<file path="config.mk">
export PLATFORM = sky130hd
export DESIGN_NAME = sound_request_ctrl_flat
export DESIGN_NICKNAME = d
export VERILOG_FILES = /design/src/rtl/sound_request_ctrl_if.sv /design/src/rtl/sound_request_ctrl.sv /design/src/flat_wrapper.sv
export SDC_FILE = /design/constraint.sdc
export NUM_CORES = 1
export LEC_CHECK = 0
export BUFFER_PORTS_ARGS = -buffer_cell sky130_fd_sc_hd__buf_2
export CAP_MARGIN = 25
export CORE_ASPECT_RATIO = 1.1
export CORE_MARGIN = 3
export CORE_UTILIZATION = 35
export DETAILED_ROUTE_END_ITERATION = 8
export PLACE_DENSITY_LB_ADDON = 0.3
export REMOVE_ABC_BUFFERS = 1
export SYNTH_ARGS = -nofsm -noshare
export SYNTH_HDL_FRONTEND = slang
export SYNTH_SLANG_ARGS = --single-unit
</file>
<file path="constraint.sdc">
create_clock -name USER_CLK -period 2.35 [get_ports USER_CLK]
set_input_delay 0.1175 -clock USER_CLK [delete_from_list [all_inputs] [get_ports USER_CLK]]
set_output_delay 0.1175 -clock USER_CLK [all_outputs]
set_load 0.1 [all_outputs]
</file>
<file path="src/rtl/sound_request_ctrl_if.sv">
// Request/finish handshake between the sound sequencer and the piezo tone player.
`timescale 1ns/1ps
interface sound_request_ctrl_if #(
    parameter int NOTE_W = 3
);
    logic              reque;
    logic [NOTE_W-1:0] note;
    logic              finish;

    modport master (output reque, output note, input finish);
    modport slave  (input reque, input note, output finish);
endinterface

</file>
<file path="src/rtl/sound_request_ctrl.sv">
// Queues sound events and issues one tone request at a time to the piezo player,
// with a silent gap between tones, request retries and sticky overflow/fault flags.
`timescale 1ns/1ps
module sound_request_ctrl #(
    parameter int QDEPTH      = 4,
    parameter int NOTE_W      = 3,
    parameter int GAP_CYCLES  = 1000000,
    parameter int ARM_TIMEOUT = 16,
    parameter int MAX_RETRY   = 3
) (
    input  logic                USER_CLK,
    input  logic                USER_RST_N,
    input  logic                event_valid,
    input  logic [NOTE_W-1:0]   event_note,
    output logic                event_ready,
    input  logic                clear_ovf,
    sound_request_ctrl_if.master player,
    output logic                busy,
    output logic                overflow,
    output logic                fault
);
    localparam int PTR_W   = $clog2(QDEPTH);
    localparam int CNT_W   = PTR_W + 1;
    localparam int T_MAX   = (GAP_CYCLES > ARM_TIMEOUT) ? GAP_CYCLES : ARM_TIMEOUT;
    localparam int TIMER_W = $clog2(T_MAX + 1);
    localparam int RETRY_W = (MAX_RETRY > 0) ? $clog2(MAX_RETRY + 1) : 1;

    localparam logic [TIMER_W-1:0] ARM_LAST  = TIMER_W'(ARM_TIMEOUT - 1);
    localparam logic [TIMER_W-1:0] GAP_LAST  = TIMER_W'(GAP_CYCLES);
    localparam logic [TIMER_W-1:0] TIMER_SAT = TIMER_W'(T_MAX);
    localparam logic [RETRY_W-1:0] RETRY_MAX = RETRY_W'(MAX_RETRY);

    typedef enum logic [2:0] {S_IDLE, S_ISSUE, S_ARM, S_PLAY, S_GAP} state_t;

    state_t               state_q, state_d;
    logic [TIMER_W-1:0]   timer_q, timer_d;
    logic [RETRY_W-1:0]   retry_q, retry_d;
    logic [NOTE_W-1:0]    mem [QDEPTH];
    logic [PTR_W-1:0]     rd_ptr, wr_ptr;
    logic [CNT_W-1:0]     count_q, count_d;
    logic                 finish_meta, finish_sync;
    logic [NOTE_W-1:0]    note_q;
    logic                 reque_q, busy_q, overflow_q, fault_q;
    logic                 reque_d, busy_d, overflow_d, fault_d;
    logic                 push, pop, drop;

    assign event_ready = (count_q != CNT_W'(QDEPTH));
    assign push        = event_valid && event_ready;
    assign pop         = (state_q == S_IDLE) && (count_q != '0);

    always_comb begin
        count_d = count_q;
        if (push && !pop)
            count_d = count_q + CNT_W'(1);
        else if (!push && pop)
            count_d = count_q - CNT_W'(1);
    end

    // The player changes finish on the falling edge, so it is brought in through two flops.
    always_ff @(posedge USER_CLK or negedge USER_RST_N) begin
        if (!USER_RST_N) begin
            finish_meta <= 1'b1;
            finish_sync <= 1'b1;
        end else begin
            finish_meta <= player.finish;
            finish_sync <= finish_meta;
        end
    end

    always_ff @(posedge USER_CLK or negedge USER_RST_N) begin
        if (!USER_RST_N) begin
            state_q <= S_IDLE;
            timer_q <= '0;
            retry_q <= '0;
        end else begin
            state_q <= state_d;
            timer_q <= timer_d;
            retry_q <= retry_d;
        end
    end

    // NOTE: every signal driven here gets a default first, so no path leaves one unassigned (no latch).
    always_comb begin
        state_d = state_q;
        timer_d = timer_q;
        retry_d = retry_q;
        drop    = 1'b0;
        case (state_q)
            S_IDLE: begin
                retry_d = '0;
                if (count_q != '0) state_d = S_ISSUE;
            end
            S_ISSUE: begin
                timer_d = '0;
                state_d = S_ARM;
            end
            S_ARM: begin
                if (!finish_sync) begin
                    state_d = S_PLAY;
                end else if (timer_q == ARM_LAST) begin
                    if (retry_q < RETRY_MAX) begin
                        retry_d = retry_q + RETRY_W'(1);
                        state_d = S_ISSUE;
                    end else begin
                        drop    = 1'b1;
                        timer_d = '0;
                        state_d = S_GAP;
                    end
                end else if (timer_q != TIMER_SAT) begin
                    timer_d = timer_q + TIMER_W'(1);
                end
            end
            S_PLAY: begin
                if (finish_sync) begin
                    timer_d = '0;
                    state_d = S_GAP;
                end
            end
            S_GAP: begin
                // Holding GAP until the timer reaches GAP_CYCLES makes a zero gap last one cycle.
                if (timer_q >= GAP_LAST) state_d = S_IDLE;
                else                     timer_d = timer_q + TIMER_W'(1);
            end
            default: state_d = S_IDLE;
        endcase
    end

    always_comb begin
        reque_d    = (state_d == S_ISSUE);
        busy_d     = (state_d != S_IDLE) || (count_d != '0);
        overflow_d = (event_valid && !event_ready) || (overflow_q && !clear_ovf);
        fault_d    = drop || (fault_q && !clear_ovf);
    end

    always_ff @(posedge USER_CLK or negedge USER_RST_N) begin
        if (!USER_RST_N) begin
            reque_q    <= 1'b0;
            busy_q     <= 1'b0;
            overflow_q <= 1'b0;
            fault_q    <= 1'b0;
        end else begin
            reque_q    <= reque_d;
            busy_q     <= busy_d;
            overflow_q <= overflow_d;
            fault_q    <= fault_d;
        end
    end

    always_ff @(posedge USER_CLK or negedge USER_RST_N) begin
        if (!USER_RST_N) begin
            rd_ptr  <= '0;
            wr_ptr  <= '0;
            count_q <= '0;
            note_q  <= '0;
        end else begin
            count_q <= count_d;
            if (push) wr_ptr <= wr_ptr + PTR_W'(1);
            if (pop) begin
                rd_ptr <= rd_ptr + PTR_W'(1);
                note_q <= mem[rd_ptr];
            end
        end
    end

    // NOTE: queue storage has no reset; the count alone defines which entries are valid.
    always_ff @(posedge USER_CLK) begin
        if (push) mem[wr_ptr] <= event_note;
    end

    assign player.reque = reque_q;
    assign player.note  = note_q;
    assign busy         = busy_q;
    assign overflow     = overflow_q;
    assign fault        = fault_q;
endmodule

</file>
<file path="src/flat_wrapper.sv">
// flat-port wrapper written by rule: the top's interface ports become plain ports
module sound_request_ctrl_flat 
#(
    parameter int QDEPTH      = 4,
    parameter int NOTE_W      = 3,
    parameter int GAP_CYCLES  = 1000000,
    parameter int ARM_TIMEOUT = 16,
    parameter int MAX_RETRY   = 3
)
  (USER_CLK, USER_RST_N, event_valid, event_note, event_ready, clear_ovf, busy, overflow, fault, player_reque, player_note, player_finish);
  sound_request_ctrl_if #(.NOTE_W(NOTE_W)) player_i ();
  input  logic USER_CLK;
  input  logic USER_RST_N;
  input  logic event_valid;
  input  logic [NOTE_W-1:0] event_note;
  output logic event_ready;
  input  logic clear_ovf;
  output logic busy;
  output logic overflow;
  output logic fault;
  output wire logic [$bits(player_i.reque)-1:0] player_reque;
  output wire logic [$bits(player_i.note)-1:0] player_note;
  input wire logic [$bits(player_i.finish)-1:0] player_finish;
  assign player_reque = player_i.reque;
  assign player_note = player_i.note;
  assign player_i.finish = player_finish;
  sound_request_ctrl #(.QDEPTH(QDEPTH), .NOTE_W(NOTE_W), .GAP_CYCLES(GAP_CYCLES), .ARM_TIMEOUT(ARM_TIMEOUT), .MAX_RETRY(MAX_RETRY)) u_core (.USER_CLK(USER_CLK), .USER_RST_N(USER_RST_N), .event_valid(event_valid), .event_note(event_note), .event_ready(event_ready), .clear_ovf(clear_ovf), .player(player_i), .busy(busy), .overflow(overflow), .fault(fault));
endmodule
</file>
---- After elaboration in Yosys (flattened, before gate mapping) ----
Memory sizes are Yosys's and may differ from the RTL's. A register that Yosys moved wholly into a read port is not among the register bits.
Index checks and enable logic that the tools add are counted.
W data, S select, Z words.
word-level totals
  bits in registers ....................... 38
  memory bits (writable) .................. 12
  memories ................................ 1
cells by class
  $add $sub $neg .......................... 6
  order comparisons ....................... 2
  equality and inequality tests ........... 15
  mux-type cells .......................... 26
  reductions and logical operators ........ 23
memory list
  memory      depth  bits a word  read ports  clocked after Yosys merged registers in  write ports  line                      source
  u_core.mem  4      3            1           1                                        1            sound_request_ctrl.sv:38  logic [NOTE_W-1:0] mem [QDEPTH];
operators with widths
  cell                     count
  $mux W20                 6
  $pmux W20 S4             1
  $mux W3                  8
  $add A20 B1 Y20 const B  1
  $eq A20 B4 Y1 const B    1
  $ge A20 B20 Y1 const B   1
  $ne A20 B20 Y1 const B   1
  $pmux W3 S5              1
  $reduce_bool A3 Y1       3
  $ne A2 B1 Y1 const B     4
  $logic_and A1 B1 Y1      7
  $add A2 B1 Y2 const B    3
  $eq A3 B1 Y1 const B     2
  $eq A3 B2 Y1 const B     2
  $mux W1                  6
  $mux W2                  3
  $ne A3 B3 Y1 const B     2
  $reduce_and A6 Y1        1
  $logic_not A1 Y1         5
  $pmux W2 S2              1
  $reduce_and A4 Y1        1
  $reduce_bool A4 Y1       1
  $add A3 B1 Y3 const B    1
  $eq A3 B3 Y1 const B     1
  7 further kinds          9

---- Depth between registers and ports, before layout ----
Gate-level depths: netlist of run 1.
  word-level depth ........................ 8
  mapped depth ............................ 9
  gate-level depth less buffers ........... 8

---- Least setup slack after synthesis of run 1 ----
Ideal clock, no wire load.
  path kind ............................... reg-to-reg
  from .................................... register u_core.count_q[0]
  to ...................................... register u_core.busy_q (netlist: u_core.busy)
  setup time .............................. 0.138 ns
  arrival time ............................ 2.160 ns
  required time ........................... 2.212 ns
  setup slack ............................. 0.052 ns
  cell stages (with the launch flop) ...... 9
  buffers on the path ..................... 0
  clock period less this slack ............ 2.298 ns
  cell sequence ........................... dfrtp_1 inv_1 ha_1 nor2b_1 nor4_4 maj3_1 mux2i_1 or3_1 or4_1
on the way
  word-level cells in the longest chain between the ends .. 8
  elaborated cells on any way between the ends .. 17
  classes of those cells .................. add/sub: 2; eq/ne: 1; mux: 4; reduce/logical: 10
RTL lines
  what                                                   line                       source
  start, declared                                        sound_request_ctrl.sv:40   logic [CNT_W-1:0] count_q, count_d;
  start signal, assigned                                 sound_request_ctrl.sv:156  count_q <= count_d;
  branches (longest 5 deep; another with $sub A3 B1 Y3)  -
  $mux W3 *                                              sound_request_ctrl.sv:53   if (push && !pop)
  via u_core.count_d[1]                                  sound_request_ctrl.sv:40
  $reduce_bool A3 Y1 *                                   sound_request_ctrl.sv:130  busy_d = (state_d != S_IDLE) || (count_d != '0);
  $logic_or A1 B1 Y1 *                                   sound_request_ctrl.sv:130
  via u_core.busy_d                                      sound_request_ctrl.sv:44   logic reque_d, busy_d, overflow_d, fault_d;
  end signal, assigned                                   sound_request_ctrl.sv:143  busy_q <= busy_d;
  end, declared                                          sound_request_ctrl.sv:43   logic reque_q, busy_q, overflow_q, fault_q;
Mark *: on every way through the listed nets, which the timed path passes.
A chain may end at the register's enable or synchronous reset.

---- Worst setup path in the final report of run 1 ----
  from .................................... register u_core.count_q[1]
  to ...................................... register u_core.busy_q (netlist: u_core.busy)
The elaborated chain is that of the path after synthesis.

==> results of run 1 <==
==> power groups by stage <==
stage               Sequential (mW)  Combinational, mW  Clock (mW)
detailed placement             1.29               1.64           0
finish                         1.26               1.71       0.659
global route                   1.29               1.88       0.713
global placement               1.28               1.61           0
CTS                            1.26               1.70       0.680
floorplan                      1.64              0.799           0
==> metal layers <==
metal | track usage, % | part of all wire, % | vias up | wire length [um]
met1 | 16.8 | 45 | 1028 | 2590
met2 | 23.2 | 50 | 48 | 2900
li1 | - | - | 1058 | -
met5 | 0 | 0 | - | 0
met3 | 2.80 | 3.9 | 8 | 225
met4 | 4.87 | 1.7 | 0 | 96
==> cell families (layout without fill, tap and decap cells) <==
| kind of cell | Yosys count | in the layout | share of synthesized area, % |
|---|---|---|---|
| and+or+nand+nor | 102 | 102 | 21.2 |
| AOI/OAI and AO/OA | 53 | 53 | 11.7 |
| DFF | 53 | 53 | 50.0 |
| buffers and inverters | 28 | 71 | 4.64 |
| adders and majority gates | 12 | 12 | 5.23 |
| muxes | 9 | 9 | 4.77 |
| xor gates and xnor gates | 8 | 8 | 2.52 |
==> state kept, by name, indices dropped and copies added (netlist names), 2 cells and up <==
register	flops
u_core.timer_q	20
u_core.player.note	3
u_core.retry_q	2
u_core.mem	12
u_core.rd_ptr	2
u_core.wr_ptr	2
u_core.count_q	3
u_core.state_q	3
==> cell usage after synthesis (6+ instances only) <==
library cell and n:
nor2_1 9, nand3_1 10, inv_1 16, a21oi_1 19, or3_1 13, nand2_1 21, xnor2_1 7, nand4_1 12
o21ai_0 16, ha_1 10, dfrtp_1 39, edfxtp_1 12, nor3_1 8, and2_1 6
==> stage by stage <==
step	hold slack [ns]	power, mW
after detailed placement	0.224	2.93
after floorplan	-0.178	2.44
after global routing	0.00476	3.89
after global placement	0.223	2.89
final	0.00660	3.64
after CTS	0.00395	3.65
==> path summary, 6_finish.rpt <==
path / startpoint / endpoint / slack [ns] / depth (start not counted)
setup / recovery: u_core.count_q[1] / u_core.busy / 0.12 / 8
hold / removal: event_note[2] / u_core.mem[3][2] / 0.007 / 1
setup reg to reg: u_core.count_q[1] / u_core.busy / 0.12 / 8
hold reg to reg: u_core.finish_meta / u_core.finish_sync / 0.36 / 0
max in group asynchronous: USER_RST_N / u_core.finish_sync / 1.79 / 3
min in group asynchronous: USER_RST_N / u_core.player.note[1] / 0.30 / 3
==> placed cells by master (no fill, tap or decap), types with 2 or more instances in the layout <==
| cell type | count |
|---|---|
| and3_1 | 3 |
| inv_1 | 15 |
| or4_1 | 5 |
| mux2_2 | 4 |
| nand2_1 | 21 |
| xnor2_1 | 7 |
| edfxtp_1 | 12 |
| ha_1 | 9 |
| buf_4 | 28 |
| o31ai_1 | 3 |
| mux4_2 | 3 |
| mux2i_1 | 2 |
| nand3_1 | 10 |
| nor4_1 | 2 |
| clkbuf_8 | 5 |
| nor3_1 | 8 |
| dfrtp_1 | 38 |
| o21a_1 | 2 |
| nand4_1 | 12 |
| buf_2 | 15 |
| nor2_1 | 9 |
| nand2b_1 | 2 |
| dfstp_2 | 2 |
| and2_1 | 6 |
| o21ai_0 | 16 |
| or3_1 | 13 |
| o22ai_1 | 2 |
| and4_1 | 3 |
| a21oi_1 | 19 |
| dlygate4sd3_1 | 3 |
==> critical path, cell delays in order (launching register included) <==
cell,delay [ns]
dfrtp_1,0.40
inv_2,0.06
ha_4,0.16
nor2b_2,0.16
nor4_4,0.24
maj3_2,0.24
mux2i_1,0.07
or3_1,0.37
or4_1,0.39
==> final cells by class <==
class                      count  area [um2]  share of cell area [%]
sequential                    53        1390                    41.7
inverter                      16        60.1                    1.80
tap                          105         131                    3.94
multi-input combinational    184        1300                    38.9
clock inverter                 3        50.0                    1.50
clock buffer                   5        68.8                    2.06
timing repair buffer          47         335                    10.1
==> repair_timing <==
item | 4_1_cts | 5_1_grt
hold buffers | 3 | 0
pin swaps | 2 | 2
buffers inserted | 3 | 0
setup endpoints to repair | 1 | 12
hold endpoints to repair | 41 | 0
gates resized for setup | 2 | 7
==> out/qor.csv, run 1 <==
stage,metric,value,unit
synth,Post-synth EDFFs,12,
clock_network,CTS tree,yes,
clock_network,TritonCTS Buffers,5,
finish,area grow syn2layout,20.0,%
clock_network,clock-pin slew of the registers on the worst-case setup and hold paths,0.11,ns
clock_network,H-tree depth,2,
clock_network,Root Buffer,clkbuf_8,
clock_network,"Clk Latency, worst-skew pair",0.32,ns
routing,Routed WL,5810,um
synth,yosys warns,0,
finish,ant diodes,0,
finish,post-layout net count,325,
global_routing,global route overflow,0,
power,Seq pwr share,34.8,%
synth,Synth top area share,35.1,%
synth,Mapped Cells,265,
placed_design,placed insts,398,
synth,"area leader, netlist",dfrtp_1,
synth,Synth area leaders,"dfrtp_1 35%, edfxtp_1 13%, ha_1 4.5%",
setup_path,Worst Path Arrival,2.42,ns
status,status,completed,
global_routing,global-route wire length before repair,9870,um
synth,Post-Syn Area,2780,um2
synth,ys flop type,dfrtp_1,
routing,first-pass iteration count of the detailed router,4,
routing,via density per instance,5.19,
routing,total number of vias,2142,
routing,drc violations,0,
floorplanning,Die Wd,90.9,um
timing,Final period util,95.0,%
placed_design,routability cong.,0.795,
power,Clk pwr share,18.1,%
run,max_cap viols,0,
floorplanning,core box area,7600,um2
synth,fraction of registers with async set or reset after synthesis,77.4,%
floorplanning,die footprint,9040,um2
clock_network,clk buf depth,2,
routing,drt wl/cell,14.1,um
finish,final instance area,3330,um2
timing,RSZ-0062 raised after global routing,true,
finish,share of layout cells above drive strength 1,23.7,%
routing,drt initial violations,131,
timing,Final Hold Vio Count,0,
global_routing,Overall Global Routing Usage,13.5,%
setup_path,WS Path Type,reg -> reg,
timing,slew margin rel.,67.4,%
timing,skew final,0.0133,ns
timing,Final setup viols,0,
global_routing,largest net degree at the start of global routing,42,
synth,Unique masters post-synth,49,
power,Comb pwr share,47.1,%
setup_path,Worst setup EP type,register,
global_routing,initial antenna violation count,0,
timing,Setup TNS,0,ns
floorplanning,Chip Height,99.4,um
floorplanning,initial core utilization,36.6,%
routing,Post-DRT Antenna Nets,0,
setup_path,Max Fanout on Critical Path,4,
finish,Fill cells,752,
power,internal power,2.11,mW
placed_design,DPL Wire Length,4250,um
finish,Layout Utilization,43.9,%
global_routing,vias in the first global route,2097,
placed_design,Post-DP Area,3100,um2
synth,Synth Register Bits,53,
setup_path,"Req. time, crit path",2.54,ns
timing,measured slew at the worst slew-check pin,0.493,ns
power,Peak VDD IR,0.000583,V
placed_design,"worst slack, placed",-0.0118,ns
timing,fin. max-slew vios,0,
finish,Final Non-Filler Cells,413,
timing,PnR worst setup slack,0.118,ns
min_path,Min-Delay Path Class,in -> reg,
setup_path,startpoint types,register,
power,pwr dens,1090,nW/um2
synth,register area share after synthesis,50.0,%
timing,FMAX,448,MHz
power,switching share of power,42.0,%
clock_network,Clock Sinks,53,
power,Leak,1.37,nW
synth,Syn Area/Cell,10.5,um2
floorplanning,Rows,33,
timing,minimum clock period,2.23,ns
power,sw power,1.53,mW
placed_design,I/O Buffers,15,
floorplanning,number of placed I/O pins,16,
Note: power is estimated with default switching activity, not from simulation.
==> inputs of run 2 (changes only) <==
- CORE_ASPECT_RATIO: 1.1 -> 0.8
- clock period: 2.35 -> 2.75 ns (I/O delays scaled with it)
==> out/qor.csv, run 2 (synthesis results as in run 1) <==
stage,metric,value,unit,change
routing,drc violations,0,,unchanged
timing,skew final,0.00604,ns,-0.00722 ns
setup_path,startpoint types,register,,
global_routing,vias in the first global route,1897,,-9.5%
clock_network,clock-pin slew of the registers on the worst-case setup and hold paths,0.10,ns,about the same
setup_path,worst r2r dst,u_core.timer_q[19],,
clock_network,Clock Sinks,53,,unchanged
finish,Largest regs,"u_core.timer_q (20), u_core.mem (12)",,
timing,Setup TNS,0,ns,unchanged
power,Peak VDD IR,0.000376,V,-35%
floorplanning,die footprint,9050,um2,about the same
setup_path,"Req. time, crit path",3.00,ns,+0.46 ns
global_routing,Overall Global Routing Usage,13.1,%,-0.36 points
status,status,completed,,
finish,ant diodes,0,,unchanged
finish,FF/Latch Area,1390,um2,about the same
power,Leak,1.22,nW,-11%
floorplanning,core box area,7570,um2,-0.40%
global_routing,largest net degree at the start of global routing,42,,unchanged
clock_network,TritonCTS Buffers,5,,unchanged
placed_design,DPL Wire Length,4020,um,-5.5%
floorplanning,Rows,28,,-15%
min_path,WHS Path Cells,2,,+1
clock_network,post-CTS setup buffers,0,,-3
finish,most frequent cells in the layout,"39 x dfrtp_1, 21 x nand2_1, 19 x a21oi_1",,
routing,drt initial violations,151,,+15%
min_path,Min-Delay Path Class,in -> reg,,
power,pwr dens,929,nW/um2,-15%
min_path,WHS Endpoint,u_core.overflow,,
setup_path,Max Fanout on Critical Path,23,,+19
finish,area of the multi-input gates,1260,um2,-2.9%
timing,slew margin rel.,38.4,%,-29 points
clock_network,CTS tree,yes,,
clock_network,Root Buffer,clkbuf_8,,
clock_network,clk buf depth,2,,unchanged
setup_path,worst r2r src,u_core.timer_q[0],,
finish,post-layout net count,300,,-7.7%
routing,Post-DRT Antenna Nets,0,,unchanged
setup_path,Worst setup EP type,register,,
min_path,Hold Path Origin,clear_ovf,,
setup_path,"setup slack, reg-to-reg",0.23,ns,+0.11 ns
setup_path,critical path's slowest cell,or4_1,,
floorplanning,number of placed I/O pins,16,,unchanged
global_routing,global-route wire length before repair,9440,um,-4.4%
timing,fin. max-slew vios,0,,unchanged
global_routing,initial antenna violation count,0,,unchanged
timing,Hold Slack,0.0322,ns,+0.0256 ns
floorplanning,Die Wd,106,um,+16%
timing,Final Hold Vio Count,0,,unchanged
setup_path,FF-to-FF path depth,7,,-1
timing,minimum clock period,2.52,ns,+0.292 ns
routing,drt wl/cell,14.4,um,+2.5%
finish,area grow syn2layout,10.5,%,
finish,share of layout cells above drive strength 1,14.5,%,-9.2 points
timing,Final setup viols,0,,unchanged
finish,"most common cell after layout, fill and taps aside",dfrtp_1,,
global_routing,global route overflow,0,,unchanged
finish,max reg flops,20,,unchanged
finish,Fill cells,743,,-1.2%
timing,FMAX,396,MHz,-12%
run,max_cap viols,0,,unchanged
setup_path,critical path cell sequence,ha_1 -> and3_1 -> and4_1 -> nand4_1 -> nand3_2 -> or4_1 -> a21oi_1,,
timing,Final period util,91.8,%,-3.2 points
placed_design,routability cong.,0.850,,+6.9%
routing,total number of vias,2030,,-5.2%
routing,Routed WL,5590,um,-3.7%
finish,Reg with most FFs,u_core.timer_q,,
clock_network,post-cts sizing count,0,,-2
floorplanning,Chip Height,85.7,um,-14%
clock_network,"Clk Latency, worst-skew pair",0.31,ns,about the same
floorplanning,initial core utilization,36.7,%,+0.15 points
setup_path,Critical Path Max Stage Delay,0.61,ns,+0.21 ns
timing,measured slew at the worst slew-check pin,0.924,ns,+0.431 ns
clock_network,hold_buf cts,2,,-1
setup_path,WS Path Type,reg -> reg,,
routing,first-pass iteration count of the detailed router,4,,unchanged
placed_design,I/O Buffers,15,,unchanged
setup_path,Worst Path Arrival,2.77,ns,+0.35 ns
setup_path,crit path launch,u_core.timer_q[0],,
timing,RSZ-0062 raised after global routing,false,,
clock_network,H-tree depth,2,,unchanged
routing,via density per instance,5.23,,+0.88%
-- run 2: changes by cell type in the layout (fill, tap and decap cells not counted), sizes merged --
cell | previous run | this run
inv | 17 | 18
dlygate4sd3 | 3 | 2
bufinv | 1 | 0
buf | 44 | 20
-- run 2: worst max path at each step --
stage / end / slack, ns / depth (start not counted)
finish: u_core.timer_q[19] / 0.23 / 7
global route: u_core.timer_q[19] / 0.02 / 7
CTS: u_core.timer_q[19] / 0.26 / 7
detailed placement: u_core.timer_q[19] / 0.27 / 7
global placement: u_core.busy / 0.35 / 8
floorplan: u_core.busy / 0.19 / 8
-- run 2: metal layers --
metal | part of all wire, % | track usage (%) | wire length [um] | vias to the layer above
li1 | - | - | - | 1010
met1 | 51 | 19.4 | 2860 | 971
met2 | 43 | 18.6 | 2420 | 45
met3 | 4.3 | 3.46 | 239 | 4
met4 | 1.2 | 4.59 | 66 | 0
met5 | 0 | 0 | 0 | -
-- run 2: cell type report --
cell class / instances / share of cell area, %
Sequential cell: 53 / 45.2
Timing Repair Buffer: 22 / 4.32
Clock buffer: 5 / 2.24
Tap cell: 105 / 4.28
Clock inverter: 3 / 0.937
Multi-Input combinational cell: 184 / 41.0
Inverter: 16 / 1.96
-- run 2: power by group --
group          switching (mW)  internal (mW)  leakage (nW)
combinational           0.831          0.419         0.527
clock                   0.283          0.191        0.0506
sequential              0.154          0.973         0.641
total                    1.27           1.58          1.22
-- run 2: metrics by stage --
step | setup slack, ns | util (%) | area [um2] | total power, mW | instances
after floorplan | 0.190 | - | 2710 | 2.08 | 253
after global placement | 0.346 | 39.0 | 2950 | 2.39 | 378
after detailed placement | 0.272 | 39.0 | 2950 | 2.40 | 378
after CTS | 0.256 | 40.6 | 3070 | 2.89 | 388
after global routing | 0.0202 | 40.6 | 3070 | 3.07 | 388
final | 0.225 | 40.6 | 3070 | 2.85 | 388
-- run 2: critical path, delay by kind of cell, from the launching register on --
kind / cells / cell delay, ns
fa+ha+maj: 1 / 0.23
simple gates: 5 / 1.63
compound gates: 1 / 0.15
flops: 1 / 0.44
